===== config.mk =====
export PLATFORM = sky130hd
export DESIGN_NAME = wave_req_arb
export DESIGN_NICKNAME = d
export VERILOG_FILES = /design/src/rtl/wave_req_arb.sv
export SDC_FILE = /design/constraint.sdc
export NUM_CORES = 1
export LEC_CHECK = 0
export CORE_UTILIZATION = 42
export DETAILED_ROUTE_END_ITERATION = 8
export DONT_BUFFER_PORTS = 1
export HOLD_SLACK_MARGIN = 0.03
export PLACE_DENSITY = 0.58
export RECOVER_POWER = 100
export SETUP_SLACK_MARGIN = 0.4
export SKIP_LAST_GASP = 1
export SYNTH_ARGS = -nofsm -noshare
export SYNTH_HDL_FRONTEND = slang
export SYNTH_SLANG_ARGS = --single-unit

===== constraint.sdc =====
create_clock -name clk -period 6.7 [get_ports clk]
set_input_delay 0.67 -clock clk [delete_from_list [all_inputs] [get_ports clk]]
set_output_delay 0.67 -clock clk [all_outputs]
set_load 0.02 [all_outputs]

===== src/rtl/wave_req_arb.sv =====
// wave_req_arb
// Round-robin arbiter between the wave-select stage and the waveform
// playback memory. Rising edges on the per-wave request lines are latched
// as pending bits, and pending waves are handed out one at a time as single
// read requests over a req/ack handshake that gives up after TIMEOUT cycles.
//
// Ports:
//   clk        system clock, rising edge
//   rst        asynchronous active-high reset
//   Waves_req  per-wave request levels (only [N_WAVE-1:0] used)
//   cfg_wren   register write strobe
//   cfg_addr   register address ([1:0] decoded)
//   cfg_data   register write data
//   rd_req     read request to playback memory
//   rd_idx     wave index of the current request
//   rd_ack     memory accepts the current request
//   busy       arbiter is not idle
//   pend       pending request bits
//   ovf_flags  sticky per-wave overflow flags
//   tmo_flag   sticky timeout flag
//
// Register map (write only):
//   0  enable mask (reset all ones); a 0 bit drops that wave's pending
//      request unless that wave is the one currently being requested
//   1  write-1-to-clear ovf_flags
//   2  bit 0 = 1 clears tmo_flag
//   3  no effect

module wave_req_arb #(
  parameter int N_WAVE  = 8,
  parameter int IDX_W   = 3,
  parameter int TIMEOUT = 255
) (
  input  logic              clk,
  input  logic              rst,
  input  logic [31:0]       Waves_req,
  input  logic              cfg_wren,
  input  logic [7:0]        cfg_addr,
  input  logic [7:0]        cfg_data,
  output logic              rd_req,
  output logic [IDX_W-1:0]  rd_idx,
  input  logic              rd_ack,
  output logic              busy,
  output logic [N_WAVE-1:0] pend,
  output logic [N_WAVE-1:0] ovf_flags,
  output logic              tmo_flag
);

  typedef enum logic [1:0] {
    IDLE = 2'd0,
    REQ  = 2'd1,
    HOLD = 2'd2
  } state_t;

  state_t             state, state_nxt;
  logic [IDX_W-1:0]   rd_idx_nxt;
  logic [IDX_W-1:0]   last_gnt, last_gnt_nxt;
  logic [7:0]         tmo_cnt, tmo_cnt_nxt;
  logic               tmo_set;

  logic [N_WAVE-1:0]  req_d;
  logic [N_WAVE-1:0]  en_mask;
  logic [N_WAVE-1:0]  rise;
  logic [N_WAVE-1:0]  cand;
  logic [N_WAVE-1:0]  granted;
  logic [N_WAVE-1:0]  grant_clr;
  logic [N_WAVE-1:0]  mask_clr;
  logic [N_WAVE-1:0]  clr_vec;
  logic [N_WAVE-1:0]  cfg_vec;

  logic               wr_mask, wr_ovf, wr_tmo;
  logic               rr_found;
  logic [IDX_W-1:0]   rr_idx;

  logic               unused_bits;

  assign unused_bits = ^{cfg_addr[7:2], Waves_req[31:N_WAVE]};

  assign cfg_vec = N_WAVE'(cfg_data);
  assign wr_mask = cfg_wren && (cfg_addr[1:0] == 2'd0);
  assign wr_ovf  = cfg_wren && (cfg_addr[1:0] == 2'd1);
  assign wr_tmo  = cfg_wren && (cfg_addr[1:0] == 2'd2);

  assign rd_req = (state == REQ);
  assign busy   = (state != IDLE);

  assign rise = Waves_req[N_WAVE-1:0] & ~req_d & en_mask;
  assign cand = pend & en_mask;

  // The wave being requested right now is protected from mask clears so a
  // grant in flight is never pulled out from under the memory.
  assign granted  = rd_req ? (N_WAVE'(1) << rd_idx) : '0;
  assign mask_clr = wr_mask ? (~cfg_vec & ~granted) : '0;
  assign clr_vec  = grant_clr | mask_clr;

  // Round-robin search: start just above the last granted wave and wrap, so
  // the most recently served wave has the lowest priority.
  always_comb begin
    rr_found = 1'b0;
    rr_idx   = '0;
    for (int k = 0; k < N_WAVE; k++) begin
      if (!rr_found && cand[IDX_W'((int'(last_gnt) + 1 + k) % N_WAVE)]) begin
        rr_found = 1'b1;
        rr_idx   = IDX_W'((int'(last_gnt) + 1 + k) % N_WAVE);
      end
    end
  end

  // Next-state logic. A grant ends either on ack (then one HOLD cycle so
  // rd_req always drops between requests) or on timeout (straight to IDLE).
  // Either way the wave's pending bit is released and it becomes the new
  // round-robin reference.
  always_comb begin
    state_nxt    = state;
    rd_idx_nxt   = rd_idx;
    tmo_cnt_nxt  = tmo_cnt;
    last_gnt_nxt = last_gnt;
    grant_clr    = '0;
    tmo_set      = 1'b0;
    unique case (state)
      IDLE: begin
        if (rr_found) begin
          rd_idx_nxt  = rr_idx;
          tmo_cnt_nxt = '0;
          state_nxt   = REQ;
        end
      end
      REQ: begin
        if (rd_ack) begin
          grant_clr[rd_idx] = 1'b1;
          last_gnt_nxt      = rd_idx;
          state_nxt         = HOLD;
        end else if (tmo_cnt == 8'(TIMEOUT - 1)) begin
          grant_clr[rd_idx] = 1'b1;
          tmo_set           = 1'b1;
          last_gnt_nxt      = rd_idx;
          state_nxt         = IDLE;
        end else begin
          tmo_cnt_nxt = tmo_cnt + 8'd1;
        end
      end
      HOLD: begin
        state_nxt = IDLE;
      end
      default: begin
        state_nxt = IDLE;
      end
    endcase
  end

  // FSM state and grant bookkeeping. Reset to IDLE drops rd_req at once
  // because rd_req is decoded straight from the state register.
  always_ff @(posedge clk or posedge rst) begin
    if (rst) begin
      state    <= IDLE;
      rd_idx   <= '0;
      tmo_cnt  <= '0;
      last_gnt <= IDX_W'(N_WAVE - 1);
    end else begin
      state    <= state_nxt;
      rd_idx   <= rd_idx_nxt;
      tmo_cnt  <= tmo_cnt_nxt;
      last_gnt <= last_gnt_nxt;
    end
  end

  // Pending bits, flags and config. A new edge wins over a clear in the same
  // cycle, and only counts as an overflow when it lands on a pending bit
  // that is staying set.
  always_ff @(posedge clk or posedge rst) begin
    if (rst) begin
      req_d     <= '0;
      en_mask   <= '1;
      pend      <= '0;
      ovf_flags <= '0;
      tmo_flag  <= 1'b0;
    end else begin
      req_d     <= Waves_req[N_WAVE-1:0];
      pend      <= (pend & ~clr_vec) | rise;
      ovf_flags <= (ovf_flags & ~(wr_ovf ? cfg_vec : '0)) | (rise & pend & ~clr_vec);
      if (wr_mask) begin
        en_mask <= cfg_vec;
      end
      if (tmo_set) begin
        tmo_flag <= 1'b1;
      end else if (wr_tmo && cfg_data[0]) begin
        tmo_flag <= 1'b0;
      end
    end
  end

endmodule


==> flow_summary.yaml, run 1 <==
synthesis:
  synthesis.nets: 376
  yosysTopAreaCell: "dfrtp_1"
  synthesis.instances: 320
  synthTopCellsByArea: "dfrtp_1, nand2_1, dfstp_2"
  synthTopCellsByCount: "nand2_1, dfrtp_1, nor2_1, o21ai_0, dfstp_2"
  yosys.cell_types.count: 68
  syn_area_per_cell_sq_um: 9.38
  synthArstFlopShare: 1.00
  yosysWarnings: 0
  synth.most_common_cell: "nand2_1"
  syn_area_sq_um: 3000
  synth-edff-count: 0
  yosysTopAreaCellShare: 0.317
  ys_ff_latch: 49
  synth_flop_cell: "dfrtp_1"
  ys_seq_area_frac: 0.413
timing:
  max_clock_freq_mhz: 212
  setup_violations: 0
  finClkSkew_ps: 4.21
  tns_ps: 0
  worst_slew_pin_slew_ps: 1800
  holdWs_ps: 387
  min_period_ps: 4720
  relSlewSlack: -0.202
  finalHoldViolations: 0
  period_share: 0.704
  report.final.slew_viol_count: 50
  rsz0062_at_grt: "false"
min_path:
  holdPathStages: 0
  hold_start: "Waves_req[1]"
  min_to: "req_d[1]"
  hold_path_class: "input port to register"
place:
  dp_hpwl_um: 5070
  dpl.cell_count: 403
  placed_area_sq_um: 3060
  place_congestion: 0.824
  portBuffers: 0
worst_setup_path:
  critPathMaxStageDelay_ps: 1010
  crit_type: "register to register"
  timing.rr.end: "tmo_cnt[1]"
  cp_max_fo: 27
  start_kind: "register"
  cp_slowest_cell: "dfstp_1"
  reg2reg_slack_ps: 1980
  arrival_ps: 4940
  reg2reg_depth: 8
  endpoint_kind: "register"
  reg2reg_from: "last_gnt[0]"
  crit_path_cell_trace: "inv_1 -> ha_1 -> mux4_2 -> mux2i_4 -> nor3b_1 -> a41oi_1 -> nand2b_1 -> o22ai_1"
  crit_required_ps: 6920
routing:
  drt_iter0_drc: 114
  route.detailed.drc: 0
  wl_met2_um: 3260
  met3_wirelength_um: 467
  viasPerCell: 5.64
  ant_nets: 0
  vias: 2317
  post_drt_wl_per_cell_um: 16.8
  routed_wirelength_um: 6920
  m1WireLength_um: 3160
  dr.max_layer_used: "met4"
  first_pass_iters: 4
cells_and_area:
  fillers: 663
  regArea_sq_um: 1240
  diodes: 0
  fin_cells: 411
  multiInputGateArea_sq_um: 1660
  drive_gt1_frac: 0.121
  nets: 370
  fin_area_sq_um: 3130
  area_growth_pct: 4.29
power_and_ir_drop:
  peakVddDrop_mv: 0.228
  power_leakage_nw: 1.24
  p_per_area_nw_per_um2: 541
  power_mw: 1.69
clocking:
  htree_levels: 2
  post_cts_buffers: 0
  holdBufCountCts: 0
  clock-sinks: 49
  cts_buffers: 5
  cts_root_buf: "clkbuf_8"
  clk_path_buf_depth: 2
  clock_latency_ps: 300
  cts_tree: "yes"
  post_cts_resized: 0
  clk_pin_slew_ps: 100
global_route:
  grt_max_degree: 50
  overflow: 0
  antenna_found_initial: 0
  grt_pass1_vias: 2308
  grt_usage: 0.198
  grt_pass1_wl_um: 11500
floorplanning:
  die_x_um: 86.5
  ios: 74
  die-area_sq_um: 7490
  coreArea_sq_um: 6830
  rows: 30
  start_util: 0.439
  fp.dieH_um: 86.5
run_status:
  violations: "capacitance limit, slew limit"
  status: "complete, but fails checks"
job:
  drv_cap: 1
[worst max path at each step]
stage           startpoint          to  slack, ps  depth (start not counted)
2_1_floorplan  last_gnt[0]   rd_idx[1]       4000                          9
5_1_grt        last_gnt[0]  tmo_cnt[0]       1520                          8
3_3_place_gp   last_gnt[0]   rd_idx[1]       2890                          8
3_5_place_dp   last_gnt[0]   rd_idx[1]       2880                          8
4_1_cts        last_gnt[0]   rd_idx[1]       2870                          8
6_report       last_gnt[0]  tmo_cnt[1]       1980                          8
[registers in the layout (all words and copies together) (netlist names)]
signal / flops
tmo_flag: 1
tmo_cnt: 8
req_d: 8
ovf_flags: 8
state: 2
last_gnt: 3
rd_idx: 3
en_mask: 8
pend: 8
[per-stage QoR]
stage                     setup slack (ps)  utilization
final                                 1980        0.458
after global placement                2890        0.448
after global routing                  1520        0.458
after CTS                             2870        0.461
after floorplan                       4000            -
after detailed placement              2880        0.448
[critical path, delay by kind of cell, from the launching register on]
| kind | cells | cell delay, ps |
|---|---|---|
| adders and majority gates | 1 | 970 |
| AOI/OAI and AO/OA | 2 | 730 |
| and+or+nand+nor | 2 | 980 |
| muxes | 2 | 570 |
| buffers and inverters | 1 | 370 |
| DFF | 1 | 1010 |
[kinds of logic (layout without fill, tap and decap cells)]
logic type                 Yosys count  count (layout)  synth area share
AOI/OAI and AO/OA                   65              65             0.163
xor gates and xnor gates             9               9            0.0350
adders and majority gates            4               4            0.0167
buffers and inverters               20              15            0.0283
DFF                                 49              49             0.413
muxes                               15              15            0.0859
and+or+nand+nor                    158             158             0.258
[per-layer routing]
metal / track usage / vias to the layer above
met4: 0.0455 / 0
li1: - / 1140
met5: 0 / -
met3: 0.0438 / 2
met2: 0.318 / 67
met1: 0.273 / 1108
[where the power goes]
part | internal, mW | switching [mW] | leakage [nW]
Combinational | 0.384 | 0.548 | 0.613
Sequential | 0.396 | 0.187 | 0.584
Clock | 0.0747 | 0.103 | 0.0456
Total | 0.855 | 0.839 | 1.24
[cells in the final DEF (no fill, tap or decap), drive strengths merged, types with 3 or more instances in the layout]
master  instances
mux4            6
a211oi          4
nand3           9
mux2i           6
and2            7
o22ai           3
nand3b          9
clkbuf          6
o211ai          3
nor2           20
dfstp          11
mux2            3
nand2          80
nor3b           3
nand2b          6
xnor2           3
dfrtp          38
o21ai          17
nor3            5
o311ai          9
a21o            3
ha              4
xor2            6
inv             8
a21oi           4
[layout make-up]
class | instances | share of cell area
Multi-Input combinational cell | 251 | 0.530
Clock buffer | 6 | 0.0232
Inverter | 7 | 0.00839
Tap cell | 96 | 0.0384
Clock inverter | 2 | 0.00440
Sequential cell | 49 | 0.396
(Power assumes the default switching activity.)
==> run 2: changes to the inputs <==
Clock period 6.7 ns to 4.4 ns, I/O delays scaled along.
==> flow_summary.yaml, run 2 (synthesis results as in run 1) <==
run_status:
  status: "complete, but fails checks"
  violations: "capacitance limit, slew limit"
timing:
  rsz0062_at_grt: "false"
  period_share: 0.832
  finalHoldViolations: 0
  relSlewSlack: -0.195
  timing.final.ws_setup_ps: 741
  setup_violations: 0
  finClkSkew_ps: 5.97
  worst_slew_pin_slew_ps: 1790
  min_period_ps: 3660
  tns_ps: 0
  report.final.slew_viol_count: 50
  max_clock_freq_mhz: 273
min_path:
  hold_start: "Waves_req[7]"
  holdPathStages: 0
  min_to: "req_d[7]"
  hold_path_class: "input port to register"
floorplanning:
  fp.dieH_um: 86.5
  die_x_um: 86.5
  die-area_sq_um: 7490
  ios: 74
  start_util: 0.439
  coreArea_sq_um: 6830
  rows: 30
worst_setup_path:
  arrival_ps: 3860
  reg2reg_from: "last_gnt[0]"
  timing.rr.end: "rd_idx[1]"
  cp_max_fo: 21
  reg2reg_depth: 7
  crit_required_ps: 4600
  reg2reg_slack_ps: 740
  start_kind: "register"
  endpoint_kind: "register"
  crit_type: "register to register"
clocking:
  htree_levels: 2
  clock_latency_ps: 310
  clock-sinks: 49
  post_cts_resized: 0
  post_cts_buffers: 0
  cts_root_buf: "clkbuf_8"
  cts_tree: "yes"
  clk_path_buf_depth: 2
  holdBufCountCts: 0
  cts_buffers: 5
  clk_pin_slew_ps: 100
place:
  pre_cts_ws_ps: 1070
  place_congestion: 0.820
  dp_hpwl_um: 5100
  dpl.cell_count: 404
  portBuffers: 0
  placed_area_sq_um: 3070
cells_and_area:
  nets: 371
  diodes: 0
  layout_commonest_cell: "nand2_1"
  drive_gt1_frac: 0.136
  post-route-util: 0.466
  area_growth_pct: 6.00
  final_cell_mix: "nand2_1, dfrtp_1, nor2_1"
  fin_cells: 412
  fin_area_sq_um: 3180
  fillers: 654
global_route:
  overflow: 0
  grt_pass1_vias: 2215
  grt_pass1_wl_um: 11200
  met3_usage: 0.0438
  met1_usage: 0.273
  grt_max_degree: 50
  met2_usage: 0.306
  grt_busiest_layer: "met2"
  antenna_found_initial: 0
  grt_usage: 0.195
routing:
  post_drt_wl_per_cell_um: 16.4
  vias: 2327
  routed_wirelength_um: 6770
  drt_iter0_drc: 133
  route.detailed.drc: 0
  first_pass_iters: 4
  viasPerCell: 5.65
  ant_nets: 0
job:
  drv_cap: 1
power_and_ir_drop:
  p_per_area_nw_per_um2: 842
  peakVddDrop_mv: 0.324
  power_leakage_nw: 1.27
[run 2: changes by cell type in the layout (fill, tap and decap cells not counted), sizes merged]
| cell | change |
|---|---|
| bufinv | +1 |
| clkbuf | -1 |
| buf | +1 |
[run 2: metrics by stage]
stage / hold slack [ps] / power [mW]
6_report: 149 / 2.68
5_1_grt: 130 / 2.88
4_1_cts: 139 / 2.70
3_5_place_dp: 464 / 2.34
3_3_place_gp: 460 / 2.34
2_1_floorplan: 447 / 2.06
[run 2: critical path, stage by stage, from the launching register on]
cell and delay, ps:
dfstp_2 800, ha_1 460, xnor2_1 320, mux4_2 640, nor3b_4 200, a41oi_1 740, nor2b_1 90, a221o_1 290
[run 2: layout make-up]
cell class                 count  area [sq um]  share of cell area
clock buffer                   5          68.8              0.0216
clock inverter                 3          50.0              0.0157
inverter                       7          26.3             0.00826
multi-input combinational    251          1670               0.525
sequential                    49          1240               0.390
tap                           96           120              0.0378
timing repair buffer           1          7.51             0.00236
[run 2: worst max path at each step]
stage | from | to | slack, ps | cells past startpoint
after floorplan | last_gnt[0] | rd_idx[1] | 1700 | 9
after global placement | last_gnt[0] | rd_idx[1] | 1020 | 7
after detailed placement | last_gnt[0] | rd_idx[1] | 1070 | 7
after CTS | last_gnt[0] | rd_idx[1] | 1030 | 7
after global routing | last_gnt[0] | rd_idx[0] | 460 | 7
final | last_gnt[0] | rd_idx[1] | 740 | 7
[run 2: power by group]
group	internal [mW]	total, mW	switching (mW)	leakage (nW)
Clock	0.174	0.340	0.166	0.0603
Sequential	0.605	0.889	0.285	0.585
Combinational	0.608	1.45	0.840	0.621
[run 2: per-layer routing]
metal | vias up | wire length (um)
met5 | - | 0
met4 | 0 | 57
met3 | 5 | 325
met2 | 46 | 3110
met1 | 1131 | 3270
li1 | 1145 | -
